===== config.mk =====
export PLATFORM = sky130hd
export DESIGN_NAME = miss_msg_det_mc
export DESIGN_NICKNAME = d
export VERILOG_FILES = /design/src/rtl/miss_msg_det_mc.sv
export SDC_FILE = /design/constraint.sdc
export NUM_CORES = 2
export LEC_CHECK = 0
export ABC_AREA = 1
export BUFFER_PORTS_ARGS = -buffer_cell sky130_fd_sc_hd__buf_2
export CELL_PAD_IN_SITES_DETAIL_PLACEMENT = 0
export CELL_PAD_IN_SITES_GLOBAL_PLACEMENT = 1
export CORE_UTILIZATION = 38
export DETAILED_ROUTE_END_ITERATION = 8
export PLACE_DENSITY_LB_ADDON = 0.1
export SYNTH_ARGS = -nofsm -noshare
export SYNTH_HDL_FRONTEND = slang
export SYNTH_SLANG_ARGS = --single-unit
export TNS_END_PERCENT = 1

===== constraint.sdc =====
create_clock -name clk -period 4.1 [get_ports clk]
set_input_delay 0.615 -clock clk [delete_from_list [all_inputs] [get_ports clk]]
set_output_delay 0.615 -clock clk [all_outputs]
set_load 0.01 [all_outputs]

===== src/rtl/miss_msg_det_mc.sv =====
// Multi-channel MoldUDP64 missed-message detector with a gap-report FIFO.
// Optional macro MISS_MSG_DET_MC_LEARN_EN: learn SID/sequence from the first packet per channel.
module miss_msg_det_mc #(
  parameter int unsigned CH_N        = 4,
  parameter int unsigned CH_W        = $clog2(CH_N),
  parameter int unsigned SEQ_NUM_W   = 64,
  parameter int unsigned SID_W       = 80,
  parameter int unsigned ML_W        = 16,
  parameter int unsigned SID_GAP_MAX = 1 << 16,
  parameter int unsigned FIFO_DEPTH  = 4
) (
  input  logic                 clk,
  input  logic                 nreset,
  input  logic                 v_i,
  input  logic [CH_W-1:0]      ch_i,
  input  logic [SID_W-1:0]     sid_i,
  input  logic [SEQ_NUM_W-1:0] seq_num_i,
  input  logic [ML_W-1:0]      msg_cnt_i,
  input  logic                 eos_i,
  output logic                 gap_v_o,
  input  logic                 gap_ready_i,
  output logic [CH_W-1:0]      gap_ch_o,
  output logic                 gap_type_o,
  output logic [SID_W-1:0]     gap_sid_o,
  output logic [SEQ_NUM_W-1:0] gap_seq_start_o,
  output logic [SEQ_NUM_W-1:0] gap_seq_cnt_o,
  output logic [SID_W-1:0]     gap_sid_cnt_o,
  output logic                 ovf_o,
  output logic [15:0]          drop_cnt_o
);

  localparam int unsigned PTR_W = (FIFO_DEPTH > 1) ? $clog2(FIFO_DEPTH) : 1;
  localparam int unsigned CNT_W = $clog2(FIFO_DEPTH + 1);

  typedef struct packed {
    logic [CH_W-1:0]      ch;
    logic                 typ;
    logic [SID_W-1:0]     sid;
    logic [SEQ_NUM_W-1:0] seq_start;
    logic [SEQ_NUM_W-1:0] seq_cnt;
    logic [SID_W-1:0]     sid_cnt;
  } rec_t;

  logic [SID_W-1:0]     r_sid [CH_N];
  logic [SEQ_NUM_W-1:0] r_exp [CH_N];
  logic [CH_N-1:0]      r_eos;
`ifdef MISS_MSG_DET_MC_LEARN_EN
  logic [CH_N-1:0]      r_learned;
`endif

  logic                 w_ch_ok;
  logic [SID_W-1:0]     w_cur_sid;
  logic [SEQ_NUM_W-1:0] w_cur_exp;
  logic                 w_cur_eos;
  logic [SEQ_NUM_W:0]   w_sum;
  logic                 w_carry;
  logic [SEQ_NUM_W-1:0] w_sum_clamp;
  logic [SID_W-1:0]     w_sid_diff;
  logic                 w_upd;
  logic [SID_W-1:0]     w_nxt_sid;
  logic [SEQ_NUM_W-1:0] w_nxt_exp;
  logic                 w_nxt_eos;
  logic                 w_push;
  rec_t                 w_rec;

  assign w_ch_ok     = ({1'b0, ch_i} <= (CH_W+1)'(CH_N - 1));
  assign w_cur_sid   = r_sid[ch_i];
  assign w_cur_exp   = r_exp[ch_i];
  assign w_cur_eos   = r_eos[ch_i];
  assign w_sum       = {1'b0, seq_num_i} + (SEQ_NUM_W+1)'(msg_cnt_i);
  assign w_carry     = w_sum[SEQ_NUM_W];
  // A carried sum pins exp at all-ones and marks the session as ended
  assign w_sum_clamp = w_carry ? '1 : w_sum[SEQ_NUM_W-1:0];
  assign w_sid_diff  = sid_i - w_cur_sid;

  // Per-packet classification for the addressed channel
  always_comb begin
    w_upd     = 1'b0;
    w_nxt_sid = w_cur_sid;
    w_nxt_exp = w_cur_exp;
    w_nxt_eos = w_cur_eos;
    w_push    = 1'b0;
    w_rec     = '0;
    if (v_i && w_ch_ok) begin
`ifdef MISS_MSG_DET_MC_LEARN_EN
      if (!r_learned[ch_i]) begin
        w_upd     = 1'b1;
        w_nxt_sid = sid_i;
        w_nxt_exp = w_sum_clamp;
        w_nxt_eos = eos_i | w_carry;
      end else
`endif
      if (sid_i == w_cur_sid) begin
        if ((seq_num_i >= w_cur_exp) || (w_sum > {1'b0, w_cur_exp})) begin
          w_upd     = 1'b1;
          w_nxt_exp = w_sum_clamp;
          w_nxt_eos = w_cur_eos | eos_i | w_carry;
        end
        if (seq_num_i > w_cur_exp) begin
          w_push          = 1'b1;
          w_rec.ch        = ch_i;
          w_rec.typ       = 1'b0;
          w_rec.sid       = w_cur_sid;
          w_rec.seq_start = w_cur_exp;
          w_rec.seq_cnt   = seq_num_i - w_cur_exp;
        end
      end else if (sid_i > w_cur_sid) begin
        w_upd     = 1'b1;
        w_nxt_sid = sid_i;
        w_nxt_exp = w_sum_clamp;
        w_nxt_eos = 1'b0;
        if ((w_sid_diff < SID_W'(SID_GAP_MAX)) &&
            !((w_sid_diff == SID_W'(1)) && w_cur_eos && (seq_num_i == '0))) begin
          w_push          = 1'b1;
          w_rec.ch        = ch_i;
          w_rec.typ       = 1'b1;
          w_rec.sid       = w_cur_sid;
          w_rec.seq_start = w_cur_exp;
          w_rec.seq_cnt   = seq_num_i;
          w_rec.sid_cnt   = w_sid_diff;
        end
      end
    end
  end

  always_ff @(posedge clk or negedge nreset) begin
    if (!nreset) begin
      for (int i = 0; i < int'(CH_N); i++) begin
        r_sid[i] <= '0;
        r_exp[i] <= '0;
      end
      r_eos <= '0;
`ifdef MISS_MSG_DET_MC_LEARN_EN
      r_learned <= '0;
`endif
    end else if (w_upd) begin
      r_sid[ch_i] <= w_nxt_sid;
      r_exp[ch_i] <= w_nxt_exp;
      r_eos[ch_i] <= w_nxt_eos;
`ifdef MISS_MSG_DET_MC_LEARN_EN
      r_learned[ch_i] <= 1'b1;
`endif
    end
  end

  // Report FIFO
  rec_t             r_mem [FIFO_DEPTH];
  logic [PTR_W-1:0] r_wr_ptr;
  logic [PTR_W-1:0] r_rd_ptr;
  logic [CNT_W-1:0] r_cnt;
  logic             r_ovf;
  logic [15:0]      r_drop_cnt;
  logic             w_full;
  logic             w_pop;
  logic             w_push_ok;
  logic             w_drop;
  rec_t             w_head;

  function automatic logic [PTR_W-1:0] f_inc(input logic [PTR_W-1:0] p);
    return (p == PTR_W'(FIFO_DEPTH - 1)) ? '0 : p + PTR_W'(1);
  endfunction

  assign w_full    = (r_cnt == CNT_W'(FIFO_DEPTH));
  assign w_pop     = (r_cnt != '0) && gap_ready_i;
  // A full FIFO still takes a push when the head leaves in the same cycle
  assign w_push_ok = w_push && (!w_full || w_pop);
  assign w_drop    = w_push && w_full && !w_pop;

  always_ff @(posedge clk or negedge nreset) begin
    if (!nreset) begin
      for (int i = 0; i < int'(FIFO_DEPTH); i++) r_mem[i] <= '0;
      r_wr_ptr   <= '0;
      r_rd_ptr   <= '0;
      r_cnt      <= '0;
      r_ovf      <= 1'b0;
      r_drop_cnt <= '0;
    end else begin
      if (w_push_ok) begin
        r_mem[r_wr_ptr] <= w_rec;
        r_wr_ptr        <= f_inc(r_wr_ptr);
      end
      if (w_pop) r_rd_ptr <= f_inc(r_rd_ptr);
      case ({w_push_ok, w_pop})
        2'b10:   r_cnt <= r_cnt + CNT_W'(1);
        2'b01:   r_cnt <= r_cnt - CNT_W'(1);
        default: r_cnt <= r_cnt;
      endcase
      if (w_drop) begin
        r_ovf <= 1'b1;
        if (r_drop_cnt != 16'hFFFF) r_drop_cnt <= r_drop_cnt + 16'd1;
      end
    end
  end

  assign w_head          = r_mem[r_rd_ptr];
  assign gap_v_o         = (r_cnt != '0);
  assign gap_ch_o        = w_head.ch;
  assign gap_type_o      = w_head.typ;
  assign gap_sid_o       = w_head.sid;
  assign gap_seq_start_o = w_head.seq_start;
  assign gap_seq_cnt_o   = w_head.seq_cnt;
  assign gap_sid_cnt_o   = w_head.sid_cnt;
  assign ovf_o           = r_ovf;
  assign drop_cnt_o      = r_drop_cnt;

endmodule


After elaboration in Yosys (flattened, before gate mapping)
Cells that the tools add are included.

Register bits: 1768. Latch bits: 0. Bits in writable memories: 0. Bits in read-only memories: 0. Input port bits: 167. Output and inout bits: 309. Memories kept: 0.

$add $sub $neg: 8. Multiply operators: 0. Div/mod/pow operators: 0. $lt $le $gt $ge: 12. Equality and inequality tests: 8. Shift operators: 0. Muxes and demuxes: 53. Bitwise logic cells: 5. Reductions and logical operators: 19.

Operator list (number): $mux 291 (6); $bwmux 1164 (1); $bmux 291 s2 (1); $demux 291 s2 (1); $mux 80 (7); $mux 64 (8); $mux 211 (2); $bwmux 320 (1); $bwmux 256 (1); $bmux 80 s2 (1); $demux 80 s2 (1); $bmux 64 s2 (1); $demux 64 s2 (1); $eq 80x1->1 const B (1); $eq 80x80->1 (1); $gt 80x80->1 (1); $lt 80x17->1 const B (1); $sub 80x80->80 (1); $add 64x16->65 (1); $gt 65x64->1 (1); $ge 64x64->1 (1); $gt 64x64->1 (1); $logic_not 64->1 (1); $sub 64x64->64 (1); 26 further kinds (62).

Depth between registers and ports, before layout
Word-level depth: 17. Depth in mapped cells: 38. Mapped depth without buffers: 35.

Worst setup path before layout
No wires, ideal clock.

Kind: input to register. Start point: input port ch_i[0]. End point: register r_cnt[2]. Library setup time: 131 ps. Data arrival time: 5592 ps. Slack: -1623 ps. Stages on the path: 29. Path buffers: 4. Path through: clkbuf_1 nand2_1 inv_1 clkbuf_1 clkbuf_1 a22oi_1 and2_1 clkbuf_1 inv_1 ha_1 inv_1 fa_1 nand3_1 nand3_1 a21oi_1 o21ai_1 a21boi_0 o21ai_1 inv_1 o21ai_1 o311ai_2 nand2_2 nand2_4 ha_1 inv_1 fa_1 a21oi_1 o21ai_0 xor2_1.

Cells in the longest elaborated chain, start to end: 17. Elaborated cells between the ends (all ways): 29.

Ends and longest elaborated chain: from (decl) (line 15) `input logic [CH_W-1:0] ch_i,`; parallel branches: the longest is 12 deep, another holds $sub 80x80->80; $mux 1 (*) (line 93) `if (sid_i == w_cur_sid) begin`; $mux 1 (*) (line 84) `if (v_i && w_ch_ok) begin`; $logic_and 1x1->1 (*) (line 166) `assign w_push_ok = w_push && (!w_full || w_pop);`; $eq 2x1->1 or $eq 2x2->1 (tied branches) (line 183) `case ({w_push_ok, w_pop})`; $pmux 3 s2 or $reduce_bool 2->1 (tied branches); to (signal assigned) (line 184) `2'b10: r_cnt <= r_cnt + CNT_W'(1);`; to (signal assigned) (line 185) `2'b01: r_cnt <= r_cnt - CNT_W'(1);`; to (signal assigned) (line 186) `default: r_cnt <= r_cnt;`; to (decl) (line 150) `logic [CNT_W-1:0] r_cnt;`.

Mark *: on every way between the ends. The select of a mux whose other input is x is not followed. A chain may end at the register's enable or synchronous reset.

Final worst setup path
Start point: input port ch_i[1]. End point: register r_mem[806] (netlist name).

Cells in the longest elaborated chain, start to end: 15. Elaborated cells between the ends (all ways): 31.

Ends and longest elaborated chain: parallel branches: the longest is 15 deep, another holds $sub 80x80->80; to (signal, indexed assignment) (line 179) `r_mem[r_wr_ptr] <= w_rec;`; to (decl) (line 147) `rec_t r_mem [FIFO_DEPTH];`.

Several ways; the timed one is not identified. The select of a mux whose other input is x is not followed.

==> results.py <==
metrics = {
    "drt": {
        "detail_route.drc_violations": 0,
        "vias": 98900,
        "drtAntennaViolNets": 0,
        "drtPass1Iterations": 8,
        "wl_met2_microns": 185000,
        "drt-total-wl_microns": 430000,
        "vias_per_cell": 5.36,
        "drt_iter0_markers": 10500,
        "detail_route.wl_per_cell_microns": 23.3,
        "wl_met1_microns": 194000,
        "routed.top_layer": "met5",
        "met3_wirelength_microns": 33800,
    },
    "timing": {
        "tns_ns": -691.10,
        "min_period_ns": 4.66,
        "timing_worst_slew_pin_value_ns": 1.01,
        "slew_headroom": 0.324,
        "post-route-period-util": 1.14,
        "fin_worst_hold_slack_ns": 0.176,
        "final-hold-violation-count": 0,
        "final_max_slew_viol_count": 0,
        "clock.fmax_mhz": 215,
        "rsz0062_at_grt": "yes",
        "setup_viol": 1766,
        "fin_worst_skew_ns": 0.0879,
        "finalWorstSetupSlack_ns": -0.557,
    },
    "hold_path": {
        "path_type_of_the_worst_min_delay_path": "in2reg",
    },
    "cells_and_area": {
        "area.growth.synth_to_final_pct": 38.4,
        "filler_cell_count": 23800,
        "flip_flop_and_latch_area_sq_mm": 0.0442,
        "design.final.nets": 15400,
        "fin_area_sq_mm": 0.132,
        "final_layout_size_suffix_gt1_frac": 0.263,
        "area_occupied_by_multi_input_gates_sq_mm": 0.0490,
    },
    "clocking": {
        "cts_tree": "yes",
        "cts_root_buffer": "clkbuf_16",
        "ctsHtreeMaxLevel": 4,
        "latest_clock_arrival_within_the_worst_skew_pair_ns": 0.92,
        "cts_inserted_buffers": 199,
        "cts_buffer_depth": 3,
        "cts.clk_slew.worst_paths_ns": 0.06,
        "clock_sink_count": 1768,
    },
    "die": {
        "core_area_sq_mm": 0.249,
        "fp.dieH_microns": 504,
        "initial_utilization": 0.384,
        "fp.dieArea_sq_mm": 0.254,
        "num_rows": 183,
        "dieWidth_microns": 504,
        "ioPinCount": 476,
    },
    "logic_synthesis": {
        "yosysSeqAreaShare": 0.462,
        "yosysWarnings": 0,
        "postSynth.asyncResetShare": 1.00,
        "synth_top_area_share": 0.462,
        "post_synth_instance_area_sq_mm": 0.0957,
        "synth.area.top_cells": "dfrtp_1 (46%), nand2_1 (15%), o21ai_0 (5.1%)",
        "synth-edff-count": 0,
        "synth.largest_area_cell": "dfrtp_1",
        "yosysMostFrequentCell": "nand2_1",
        "synth_common_cells": "nand2_1 (3738), dfrtp_1 (1768), nor2_1 (1230)",
        "synth_seq_cells": 1768,
        "syn-mean-instance-area_sq_um": 7.51,
        "yosysUniqueCellTypes": 57,
        "synthesis.nets": 13100,
        "ys.flop_type": "dfrtp_1",
        "synth_cells": 12700,
    },
    "place": {
        "dpl-instance-area_sq_mm": 0.118,
        "port_buffers": 475,
        "routabilityCongestion": 1.04,
        "dp_slack_ns": -2.29,
        "dp_hpwl_microns": 305000,
    },
    "pwr": {
        "powerDensity_mw_per_mm2": 634,
        "max-vdd-ir-drop_mv": 0.498,
        "power_leakage_nw": 66.6,
    },
    "worst_setup_path": {
        "end_kind": "flop",
        "worstPathArrival_ns": 5.39,
        "cp_slowest_stage_delay_ns": 0.34,
        "crit_path_top_delay_cell": "nor4_4",
        "crit_type": "in2reg",
        "critical-path-top-cell-by-count": "buf_12",
        "cp-start-kind": "primary input",
        "timing.critical_path.fanout_max": 32,
        "data_required_time_at_the_worst_endpoint_ns": 4.83,
    },
    "grt": {
        "globalRouteOverflowTotal": 0,
        "maximum_number_of_pins_on_one_net_before_global_route_repair": 154,
        "grt_util_all_layers": 0.324,
        "grt_first_pass_wirelength_microns": 623000,
        "grt_pass1_vias": 94300,
        "initial_antenna_violation_count": 34,
    },
    "status": {
        "status": "complete, but fails checks",
        "failing_checks": "negative setup slack",
    },
    "job": {
        "maxCapViolations": 0,
    },
}
## path summary, 6_finish.rpt
kind,startpoint,end,slack (ns),depth (start not counted)
worst max register to register,r_sid[195]$_DFFE_PN0P_,r_mem[806]$_DFFE_PN0P_,-0.48,27
max in group asynchronous,nreset,r_mem[382]$_DFFE_PN0P_,2.29,3
worst min-delay path,sid_i[29],r_sid[189]$_DFFE_PN0P_,0.18,5
worst max-delay path,ch_i[1],r_mem[806]$_DFFE_PN0P_,-0.56,29
worst min register to register,ovf_o$_DFFE_PN0P_,ovf_o$_DFFE_PN0P_,0.46,1
min in group asynchronous,nreset,r_mem[919]$_DFFE_PN0P_,0.28,2
## worst max-delay path: cells and delay by family
kind,cells,cell delay [ns]
fa+ha+maj,1,0.29
compound gates,3,0.30
buf+inv,11,1.86
simple gates,14,2.14
## metrics by stage
stage / total power, mW / util / cells
floorplan: 41.0 / - / 12700
global placement: 61.1 / 0.474 / 17900
detailed placement: 61.5 / 0.474 / 17900
CTS: 82.1 / 0.519 / 18400
global route: 88.4 / 0.531 / 18500
finish: 83.9 / 0.531 / 18500
## area by class of cell
cell class,count,area share
sequential,1768,0.334
tap,3330,0.0315
inverter,1222,0.0355
antenna,11,0.000208
timing repair buffer,2719,0.177
clock inverter,67,0.00775
multi-input combinational,9049,0.370
clock buffer,299,0.0444
## repair_timing
action / in CTS / in global routing
endpoints found under the hold margin: 53 / 0
hold buffers: 1 / 0
resized for setup: 594 / 510
setup endpoints to repair: 1767 / 1774
gates cloned: 30 / 21
pin swaps: 135 / 202
buffers inserted: 96 / 66
## registers in the layout (all words and copies together) (netlist names)
signal      count
ovf_o           1
r_wr_ptr        2
r_sid         320
r_rd_ptr        2
r_eos           4
drop_cnt_o     16
r_exp         256
r_cnt           3
r_mem        1164
## power breakdown
group          switching, mW  total, mW  internal [mW]
Combinational           26.4       43.4           17.0
Clock                   7.93       18.7           10.7
Sequential              1.74       21.8           20.0
Total                   36.1       83.9           47.8
## layout by cell type (no fill, tap or decap), drive strengths merged, types with 32 or more instances in the layout
master  synthesis  routed
nand2        3759    3759
buf           311    2693
dfrtp        1768    1768
o21ai        1541    1541
nor2         1253    1253
inv          1220    1223
a21oi         596     596
nand3         562     562
o22ai         396     396
clkbuf        383     316
ha            231     231
a221oi        135     135
nand4          80      80
xor2           69      69
nor3           65      65
clkinv          2      49
xnor2          47      47
a31oi          44      44
o21a           43      43
nor4           34      34
nand3b         32      32
## metal layers
metal,global-route usage,vias up
met2,0.483,3678
met3,0.0538,609
met4,0.118,6
li1,-,46200
met1,0.470,48400
met5,0,-
## logic make-up (layout without fill, tap and decap cells)
kind of cell,count (synthesis),in the layout,share of synthesized area
other cells,0,11,0
xor+xnor,116,116,0.0106
flops,1768,1768,0.462
simple gates,5828,5828,0.245
compound gates,2870,2870,0.166
buf+inv,1916,4307,0.0846
fa+ha+maj,235,235,0.0310
No activity file was read; power rests on OpenSTA's default activity.
